===== config.mk =====
export PLATFORM = sky130hd
export DESIGN_NAME = ts_sync_recovery
export DESIGN_NICKNAME = d
export VERILOG_FILES = /design/src/rtl/ts_sync_recovery.sv
export SDC_FILE = /design/constraint.sdc
export NUM_CORES = 1
export LEC_CHECK = 0
export ABC_AREA = 1
export BUFFER_PORTS_ARGS = -buffer_cell sky130_fd_sc_hd__buf_2
export CAP_MARGIN = 20
export CORE_UTILIZATION = 49
export DETAILED_ROUTE_END_ITERATION = 10
export PLACE_DENSITY = 0.78
export SYNTH_ARGS = -nofsm -noshare
export SYNTH_HDL_FRONTEND = slang
export SYNTH_SLANG_ARGS = --single-unit

===== constraint.sdc =====
create_clock -name mpeg_clk -period 1.95 [get_ports mpeg_clk]
set_input_delay 0.0975 -clock mpeg_clk [delete_from_list [all_inputs] [get_ports mpeg_clk]]
set_output_delay 0.0975 -clock mpeg_clk [all_outputs]
set_load 0.02 [all_outputs]

===== src/rtl/ts_sync_recovery.sv =====
// Receive-side MPEG-TS framer: hunts for the sync byte at a fixed packet pitch,
// confirms it over several packets, then re-emits the stream packet-aligned with
// a regenerated sync strobe. Flywheels through isolated sync errors.
module ts_sync_recovery #(
  parameter int unsigned PACK_BYTE_SIZE = 188,
  parameter logic [7:0]  SYNC_BYTE      = 8'h47,
  parameter int unsigned LOCK_COUNT     = 3,
  parameter int unsigned UNLOCK_COUNT   = 3
) (
  input  logic        mpeg_clk,
  input  logic        rst,
  input  logic [7:0]  mpeg_data,
  input  logic        mpeg_valid,
  output logic [7:0]  ts_out,
  output logic        ts_out_valid,
  output logic        ts_out_sync,
  output logic        locked,
  output logic        sync_lost,
  output logic [31:0] packet_count
);

  localparam int unsigned PosW = $clog2(PACK_BYTE_SIZE);
  localparam logic [PosW-1:0] LastPos   = PosW'(PACK_BYTE_SIZE - 1);
  localparam logic [3:0]      LockCnt   = 4'(LOCK_COUNT);
  localparam logic [3:0]      UnlockCnt = 4'(UNLOCK_COUNT);

  typedef enum logic [1:0] {StHunt, StVerify, StLocked} state_e;

  state_e          state_q, state_d;
  logic [PosW-1:0] byte_pos_q, byte_pos_d, pos_inc;
  logic [3:0]      good_cnt_q, good_cnt_d;
  logic [3:0]      bad_cnt_q, bad_cnt_d;
  logic            slot, is_sync;
  logic            emit, emit_sync, lost_d;

  logic [7:0]      ts_out_q;
  logic            ts_out_valid_q, ts_out_sync_q, locked_q, sync_lost_q;
  logic [31:0]     packet_count_q;

  assign slot    = (byte_pos_q == '0);
  assign is_sync = (mpeg_data == SYNC_BYTE);
  assign pos_inc = (byte_pos_q == LastPos) ? '0 : byte_pos_q + 1'b1;

  // Per-valid-byte framing decision: next state, counters and what to emit.
  always_comb begin
    state_d    = state_q;
    byte_pos_d = byte_pos_q;
    good_cnt_d = good_cnt_q;
    bad_cnt_d  = bad_cnt_q;
    emit       = 1'b0;
    emit_sync  = 1'b0;
    lost_d     = 1'b0;
    if (mpeg_valid) begin
      unique case (state_q)
        StHunt: begin
          if (is_sync) begin
            state_d    = StVerify;
            byte_pos_d = PosW'(1);
            good_cnt_d = 4'd1;
          end
        end
        StVerify: begin
          byte_pos_d = pos_inc;
          if (slot) begin
            if (is_sync) begin
              good_cnt_d = good_cnt_q + 4'd1;
              if (good_cnt_q + 4'd1 == LockCnt) begin
                state_d   = StLocked;
                emit      = 1'b1;
                emit_sync = 1'b1;
              end
            end else begin
              // The failing slot byte is consumed; hunting resumes on the next byte.
              state_d    = StHunt;
              good_cnt_d = '0;
              byte_pos_d = '0;
            end
          end
        end
        StLocked: begin
          byte_pos_d = pos_inc;
          emit       = 1'b1;
          emit_sync  = slot;
          if (slot) begin
            if (is_sync) begin
              bad_cnt_d = '0;
            end else if (bad_cnt_q + 4'd1 == UnlockCnt) begin
              state_d    = StHunt;
              bad_cnt_d  = '0;
              good_cnt_d = '0;
              byte_pos_d = '0;
              emit       = 1'b0;
              emit_sync  = 1'b0;
              lost_d     = 1'b1;
            end else begin
              bad_cnt_d = bad_cnt_q + 4'd1;
            end
          end
        end
        default: state_d = StHunt;
      endcase
    end
  end

  // State, counters and the one-cycle output pipeline.
  always_ff @(posedge mpeg_clk) begin
    if (rst) begin
      state_q        <= StHunt;
      byte_pos_q     <= '0;
      good_cnt_q     <= '0;
      bad_cnt_q      <= '0;
      ts_out_q       <= '0;
      ts_out_valid_q <= 1'b0;
      ts_out_sync_q  <= 1'b0;
      locked_q       <= 1'b0;
      sync_lost_q    <= 1'b0;
      packet_count_q <= '0;
    end else begin
      state_q        <= state_d;
      byte_pos_q     <= byte_pos_d;
      good_cnt_q     <= good_cnt_d;
      bad_cnt_q      <= bad_cnt_d;
      ts_out_valid_q <= emit;
      ts_out_sync_q  <= emit_sync;
      locked_q       <= (state_d == StLocked);
      sync_lost_q    <= lost_d;
      if (emit) ts_out_q <= mpeg_data;
      if (emit_sync) packet_count_q <= packet_count_q + 32'd1;
    end
  end

  assign ts_out       = ts_out_q;
  assign ts_out_valid = ts_out_valid_q;
  assign ts_out_sync  = ts_out_sync_q;
  assign locked       = locked_q;
  assign sync_lost    = sync_lost_q;
  assign packet_count = packet_count_q;

endmodule


=== Word-level counts from Yosys, hierarchy flattened ===
Index checks and enable logic that the tools add are counted.

* Reduce and logical (&&, ||, !) cells: 7
* Bitwise operators: 3
* Muxes and demuxes: 38
* Add/sub/neg operators: 4
* Equal/unequal tests: 12

{| class="wikitable"
|+ Operator list
! operator !! number
|-
| 2-to-1 mux 8 bit || 7
|-
| adder 32 x 1 -> 32 bit (second input constant) || 1
|-
| 2-to-1 mux 4 bit || 8
|-
| case mux 8 bit (3 select lines) || 1
|-
| 2-to-1 mux 2 bit || 8
|-
| case mux 4 bit (3 select lines) || 1
|-
| 2-to-1 mux 1 bit || 10
|-
| != test 2 bit (second input constant) || 5
|-
| adder 4 x 1 -> 4 bit (second input constant) || 2
|-
| adder 8 x 1 -> 8 bit (second input constant) || 1
|-
| equality test 4 x 2 -> 1 bit (second input constant) || 2
|-
| equality test 8 x 7 -> 1 bit (second input constant) || 1
|-
| equality test 8 bit (second input constant) || 1
|-
| zero test 8 bit || 1
|-
| AND reduction 7 bit || 1
|-
| case mux 2 bit (3 select lines) || 1
|-
| AND reduction 3 bit || 2
|-
| OR reduction 5 bit || 1
|-
| equality test 2 bit (second input constant) || 2
|-
| case mux 1 bit (2 select lines) || 2
|-
| inverter 1 bit || 3
|-
| nonzero test 3 bit || 1
|-
| equality test 2 x 1 -> 1 bit (second input constant) || 1
|-
| zero test 2 bit || 1
|}

* Bits of input ports: 11
* Logic and storage cells: 74
* Register bits after elaboration: 62
* Output and inout port bits: 44

=== Longest topological paths before layout ===
Gate-level depths: netlist of run 1.

* Depth in word-level cells: 8
* Depth in mapped cells: 12
* Mapped depth without buffers: 12

=== Worst setup path after synthesis of run 1 ===
OpenSTA, ideal clock, no wires.

* Kind: register to register
* Start point: register packet_count_q[0], in the netlist packet_count[0]
* End point: register packet_count_q[16], in the netlist packet_count[16]
* Stages on the path, launching flop included: 9
* Slack: 0.189 ns
* Required time: 1.880 ns
* Path buffers: 0
* Setup time: 0.070 ns
* Arrival: 1.691 ns
* Period minus slack after synthesis: 1.761 ns
* Cells stage by stage: dfxtp_1 ha_1 nand3_1 inv_1 nand2_1 nor2_1 xor2_1 nand3_1 a21oi_1

* Cells in the longest elaborated chain, start to end: 1

{| class="wikitable"
|+ RTL lines
! what !! RTL line !! text
|-
| from (decl) || 38 || <nowiki>logic [31:0] packet_count_q;</nowiki>
|-
| from (signal assigned) || 128 || <nowiki>if (emit_sync) packet_count_q <= packet_count_q + 32'd1;</nowiki>
|-
| adder 32 x 1 -> 32 bit || 128 ||
|}

Every way passes these cells.
A chain may end at the register's enable or synchronous reset.

=== Final worst setup path of run 1 ===
* Start point: register state_q[1]
* End point: register packet_count_q[9], in the netlist packet_count[9]

* Cells in the longest elaborated chain, start to end: 3
* Elaborated cells on any way between the ends: 4
* Those cells by class: eq/ne (2); mux (2)

{| class="wikitable"
|+ RTL lines
! what !! RTL line !! text
|-
| from (decl) || 29 || <nowiki>state_e state_q, state_d;</nowiki>
|-
| from (signal assigned) || 108 || <nowiki>state_q <= StHunt;</nowiki>
|-
| from (signal assigned) || 119 || <nowiki>state_q <= state_d;</nowiki>
|-
| equality test 2 bit / equality test 2 x 1 -> 1 bit (equally long branches) || 54 || <nowiki>unique case (state_q)</nowiki>
|-
| case mux 1 bit (2 select lines) * || 54 ||
|-
| 2-to-1 mux 1 bit * || 53 || <nowiki>if (mpeg_valid) begin</nowiki>
|}

Mark *: on every way between the ends. The rest lies on a longest branch, timed or not.

==> flow_summary_export.csv, run 1 <==
group,metric,value,unit
yosys,synth_nets,587,
detailed_routing,drcViolationCount,0,
pwr,swShare,0.223,
sta,grt_setup_unrepaired,"yes",
worst_setup_path,r2r_end,"packet_count[9]",
yosys,ys.flop_type,"dfxtp_1",
pwr,p_int,1890,uW
sta,timing.final.hold_violations,0,
worst_setup_path,cp_top_family,"buffers and inverters",
yosys,synth_top_area_cell,"dfxtp_1",
grt,grt_usage,0.238,
flow_run,drv_cap,0,
worst_setup_path,cp_cell_sequence,"inv_1 -> ha_1 -> nand2_1 -> clkinv_1 -> buf_4 -> nand3_1 -> a21oi_1",
placed_design,hpwl,6.61,mm
final_layout,fillCellCount,698,
worst_setup_path,worstSetupEndpointType,"flip-flop",
pwr,clkPwrFrac,0.459,
placed_design,placement.io_buffers,54,
min_path,min_path_cells,3,
clocking,postCtsHoldBufs,0,
status,status,"completed",
worst_setup_path,cp.depth,7,
detailed_routing,vias_per_cell,5.27,
clocking,cts_setup_buffers,0,
grt,grt_pass1_vias,3466,
clocking,root_buffer,"clkbuf_8",
floorplanning,fp.coreArea,7330,sq um
placed_design,gp_congestion,0.932,
sta,max_freq,561,MHz
final_layout,layout_commonest_cell,"nand2_1",
clocking,clockBufferDepth,2,
detailed_routing,totalWireLength,9.17,mm
worst_setup_path,critPathMaxStageDelay,380,ps
detailed_routing,dr.pass1.iters,5,
yosys,synth.distinct_cells,30,
final_layout,diodes,0,
sta,min_period,1780,ps
yosys,ys_ff_latch,62,
sta,tns,0,ps
worst_setup_path,arrival,2060,ps
final_layout,final_cell_mix,"nand2_1, dfxtp_1, nand3_1, nor2_1, buf_2",
floorplanning,die_x,89.5,um
yosys,ys_warn_count,0,
yosys,synthArstFlopShare,0,
pwr,power.leakage,0.00179,uW
worst_setup_path,worstSetupEndpoint,"packet_count[9]",
placed_design,placed_cell_area,4100,sq um
final_layout,finish.net_count,644,
final_layout,final_area,4290,sq um
grt,antenna_found_initial,0,
pwr,ir_drop,0.454,mV
worst_setup_path,setup.worst_path.start,"state_q[1]",
sta,setup_violations,0,
pwr,switchingPower,543,uW
worst_setup_path,r2r_slack,170,ps
yosys,synth_edf_count,0,
pwr,seqPwrFrac,0.520,
detailed_routing,wire_per_inst,12.6,um
clocking,clock-sinks,62,
grt,overflow,0,
detailed_routing,wl_met3,450,um
sta,clock_skew,7.79,ps
pwr,power_frac_comb,0.021,
yosys,ys_seq_area_frac,0.331,
final_layout,drive_gt1_frac,0.163,
sta,report.final.slew_viol_count,0,
sta,worst_slew_pin_slew,415,ps
grt,grt_max_degree,36,
floorplanning,rows,31,
detailed_routing,vias,3820,
worst_setup_path,cp.buffers_inverters,3,
yosys,synth_cells,565,
clocking,cts_tree,"built",
detailed_routing,dr_wl_met2,4.43,mm
clocking,htree_levels,3,
floorplanning,ios,55,
worst_setup_path,worstPathRequired,2230,ps
worst_setup_path,crit_fanout,33,
clocking,insertion_delay,350,ps
pwr,power.density,568,nW/um^2
detailed_routing,met1_length,4.13,mm
sta,relSlewSlack,0.723,
yosys,synth_area,3750,sq um
worst_setup_path,path_class,"flip-flop to flip-flop",
yosys,synthTopCellsByArea,"dfxtp_1, nand2_1, nand3_1",
yosys,avgSynthCellArea,6.64,sq um
final_layout,syn2layout_area_growth,14.5,%
grt,grt_pass1_wl,14.9,mm
sta,timing.final.crit_share,0.914,
floorplanning,die-area,8010,sq um
clocking,cts.clk_slew.worst_paths,70,ps
worst_setup_path,crit_slowest_cell,"dfxtp_1",
clocking,numCtsBuffers,9,
detailed_routing,drt_iter0_drc,242,
detailed_routing,detail-route-antenna-nets,0,
worst_setup_path,r2r_cells,7,
clocking,cts_resized,0,
worst_setup_path,cp-start-kind,"flip-flop",
worst_setup_path,timing.rr.start,"state_q[1]",
detailed_routing,top_layer_used,"met4",
min_path,hold_path.class,"input port to flip-flop",
yosys,yosysTopAreaCellShare,0.331,
floorplanning,start_util,0.512,
floorplanning,die_y,89.5,um
-- worst min path at each step --
stage	startpoint	to	slack [ps]
finish	mpeg_data[6]	ts_out[6]	30
floorplan	mpeg_data[0]	ts_out[0]	260
CTS	mpeg_data[2]	ts_out[2]	20
global placement	mpeg_data[2]	ts_out[2]	390
detailed placement	mpeg_data[7]	ts_out[7]	390
global route	mpeg_data[7]	ts_out[7]	30
-- worst register-to-register path, cell delays in order (launching register included) --
cell,delay [ps]
dfxtp_1,380
inv_1,100
ha_1,380
nand2_1,70
clkinv_1,130
buf_4,350
nand3_1,140
a21oi_1,160
-- power by group through the flow --
stage	combinational (uW)	sequential, uW	clock (uW)
after CTS	51.6	1270	1140
after global routing	57.9	1270	1190
after detailed placement	51.5	1300	0
final	51.8	1270	1120
after global placement	50.4	1300	0
after floorplan	29.4	1300	0
-- logic make-up after synthesis --
kind of cell	Yosys count	synth area share
simple gates	335	0.406
fa+ha+maj	11	0.0367
compound gates	68	0.0924
buf+inv	67	0.0824
flops	62	0.331
xor+xnor	22	0.0514
-- stage by stage --
step / utilization / instances / power (uW) / hold slack (ps) / setup WS (ps)
2_1_floorplan: - / 565 / 1330 / 265 / 189
3_3_place_gp: 0.559 / 710 / 1350 / 386 / 285
3_5_place_dp: 0.559 / 710 / 1350 / 393 / 209
4_1_cts: 0.584 / 725 / 2460 / 24.3 / 185
5_1_grt: 0.586 / 725 / 2510 / 31.6 / -11.3
6_report: 0.586 / 725 / 2440 / 32.6 / 167
-- routing by layer --
layer,vias to the layer above,GRT usage
li1,1931,-
met3,18,0.0656
met2,116,0.419
met4,0,0.0779
met1,1755,0.280
met5,-,0
-- sequential cells by signal, summed over array words and instances (netlist names) --
| name | count |
|---|---|
| packet_count | 32 |
| byte_pos_q | 8 |
| ts_out | 8 |
| bad_cnt_q | 4 |
| good_cnt_q | 4 |
| state_q | 2 |
| locked | 1 |
| sync_lost | 1 |
| ts_out_sync | 1 |
| ts_out_valid | 1 |
-- cells in the mapped netlist (7+ instances only) --
cell type	number
a21oi_1	52
dfxtp_1	62
ha_1	11
inv_1	48
nand2_1	165
nand3_1	61
nand3b_1	7
nor2_1	61
nor3_1	11
o21ai_0	11
xor2_1	17
-- layout make-up --
class | instances | area (sq um) | area share
Clock buffer | 11 | 141 | 0.0329
Clock inverter | 4 | 47.5 | 0.0111
Inverter | 52 | 195 | 0.0455
Multi-Input combinational cell | 436 | 2210 | 0.514
Sequential cell | 62 | 1240 | 0.289
Tap cell | 99 | 124 | 0.0289
Timing Repair Buffer | 61 | 335 | 0.0781
Note: power is estimated with default switching activity, not from simulation.
==> run 2: changes to the inputs <==
--- a/config.mk
+++ b/config.mk
@@ -10,7 +10,7 @@
 export CAP_MARGIN = 20
 export CORE_UTILIZATION = 49
 export DETAILED_ROUTE_END_ITERATION = 10
-export PLACE_DENSITY = 0.78
+export PLACE_DENSITY_LB_ADDON = 0.15
 export SYNTH_ARGS = -nofsm -noshare
 export SYNTH_HDL_FRONTEND = slang
 export SYNTH_SLANG_ARGS = --single-unit
==> run 2 against run 1 <==
Clock power is 4% higher. Power is 1.9% higher. Combinational power hardly changed. Sequential share of layout area is 0.16 points lower. Flip-flop and latch count stayed put. Worst hold slack worse by 1.9 ps. Critical path depth is 5 higher. Sequential power hardly changed. Critical path type unchanged. Clock skew hardly changed. Die area stayed put. Core utilization is 0.32 points higher. Via count is 2.2% lower.
==> flow_summary_export.csv, run 2 (synthesized netlist as in run 1, its figures left out) <==
group,metric,value,unit
sta,tns,0,ps
detailed_routing,top_layer_used,"met4",
clocking,cts_resized,0,
sta,setup_violations,0,
floorplanning,die_y,89.5,um
sta,grt_setup_unrepaired,"no",
final_layout,regArea,1240,sq um
detailed_routing,totalWireLength,9.13,mm
final_layout,multi_input_area,2210,sq um
pwr,power.density,576,nW/um^2
clocking,insertion_delay,340,ps
worst_setup_path,critPathMaxStageDelay,390,ps
placed_design,placement.io_buffers,54,
floorplanning,fp.coreArea,7330,sq um
final_layout,finish.net_count,644,
status,status,"completed",
grt,grt_usage,0.238,
detailed_routing,wire_per_inst,12.6,um
worst_setup_path,path_class,"flip-flop to flip-flop",
detailed_routing,dr.pass1.iters,4,
sta,worst_slack,188,ps
sta,clock_skew,7.99,ps
clocking,clock-sinks,62,
worst_setup_path,cp.buffers_inverters,1,
clocking,cts_tree,"built",
placed_design,hpwl,6.55,mm
placed_design,pre_cts_slack,194,ps
worst_setup_path,cp_cell_sequence,"ha_1 -> inv_1 -> nand2_1 -> nand3_2 -> nor2_2 -> nand3_1 -> nand2_1 -> nand2_1 -> nand3_1 -> nand2_1 -> nand2_1 -> nor2_1",
sta,min_period,1760,ps
detailed_routing,wl_met3,339,um
detailed_routing,drcViolationCount,0,
clocking,htree_levels,3,
final_layout,diodes,0,
final_layout,drive_gt1_frac,0.166,
clocking,numCtsBuffers,9,
sta,timing.final.crit_share,0.904,
grt,overflow,0,
worst_setup_path,worstSetupEndpointType,"flip-flop",
detailed_routing,vias_per_cell,5.14,
sta,report.final.slew_viol_count,0,
grt,grt_pass1_vias,3367,
worst_setup_path,worstPathRequired,2180,ps
min_path,hold_path.class,"input port to flip-flop",
final_layout,layout_commonest_cell,"nand2_1",
clocking,clockBufferDepth,2,
worst_setup_path,cp_top_family,"simple AND/OR/NAND/NOR gates",
worst_setup_path,crit_slowest_cell,"dfxtp_1",
floorplanning,die-area,8010,sq um
sta,max_freq,567,MHz
detailed_routing,met1_length,4.10,mm
grt,grt_pass1_wl,14.7,mm
final_layout,fin_util,0.589,
pwr,ir_drop,0.383,mV
worst_setup_path,cp-start-kind,"flip-flop",
final_layout,largest_register_ffs,32,
worst_setup_path,crit_fanout,6,
sta,relSlewSlack,0.730,
placed_design,gp_congestion,0.943,
worst_setup_path,arrival,1990,ps
floorplanning,rows,31,
detailed_routing,drt_iter0_drc,171,
floorplanning,ios,55,
detailed_routing,vias,3735,
final_layout,fillCellCount,735,
sta,worst_slew_pin_slew,405,ps
grt,antenna_found_initial,0,
clocking,cts_setup_buffers,0,
floorplanning,die_x,89.5,um
detailed_routing,dr_wl_met2,4.45,mm
clocking,cts.clk_slew.worst_paths,70,ps
grt,grt_max_degree,43,
final_layout,syn2layout_area_growth,15.1,%
clocking,postCtsHoldBufs,0,
detailed_routing,detail-route-antenna-nets,0,
final_layout,final_cell_mix,"nand2_1, dfxtp_1, nand3_1, nor2_1, buf_2",
pwr,power.leakage,0.00180,uW
worst_setup_path,path_common_cell,"nand2_1",
sta,timing.final.hold_violations,0,
flow_run,drv_cap,0,
clocking,root_buffer,"clkbuf_8",
floorplanning,start_util,0.512,
## run 2: final cells by class
| type | count | share of cell area |
|---|---|---|
| clock buffers | 11 | 0.0328 |
| clock inverters | 5 | 0.0136 |
| inverters | 52 | 0.0452 |
| multi-input cells | 436 | 0.512 |
| flip-flops and latches | 62 | 0.288 |
| well taps | 99 | 0.0287 |
| repair buffers | 61 | 0.0806 |
## run 2: final timing paths
path / start / to / slack, ps / cells past startpoint
setup / recovery: bad_cnt_q[1] / byte_pos_q[6] / 190 / 12
hold / removal: mpeg_data[6] / ts_out[6] / 30 / 3
setup reg to reg: bad_cnt_q[1] / byte_pos_q[6] / 190 / 12
hold reg to reg: ts_out[1] / ts_out[1] / 460 / 2
## run 2: power breakdown
part	total, uW	internal (uW)	switching (uW)
Sequential	1270	1270	0.607
Combinational	51.7	14.6	37.1
Clock	1170	625	541
## run 2: per-stage QoR
step | power (uW) | instance area, sq um | cells | hold WS, ps
floorplan | 1330 | 3750 | 565 | 265
global placement | 1350 | 4110 | 710 | 387
detailed placement | 1350 | 4110 | 710 | 389
CTS | 2500 | 4310 | 726 | 18.3
global route | 2570 | 4320 | 726 | 16.4
finish | 2480 | 4320 | 726 | 30.7
## run 2: routing by layer
layer,vias up,GRT usage
li1,1942,-
met3,21,0.0609
met5,-,0
met4,0,0.104
met2,77,0.416
met1,1695,0.274
## run 2: worst register-to-register path: stages (launching register included)
cell and delay [ps]:
dfxtp_1 390, ha_1 210, inv_1 50, nand2_1 80
nand3_2 80, nor2_2 130, nand3_1 70, nand2_1 160
nand2_1 120, nand3_1 80, nand2_1 50, nand2_1 160
nor2_1 60
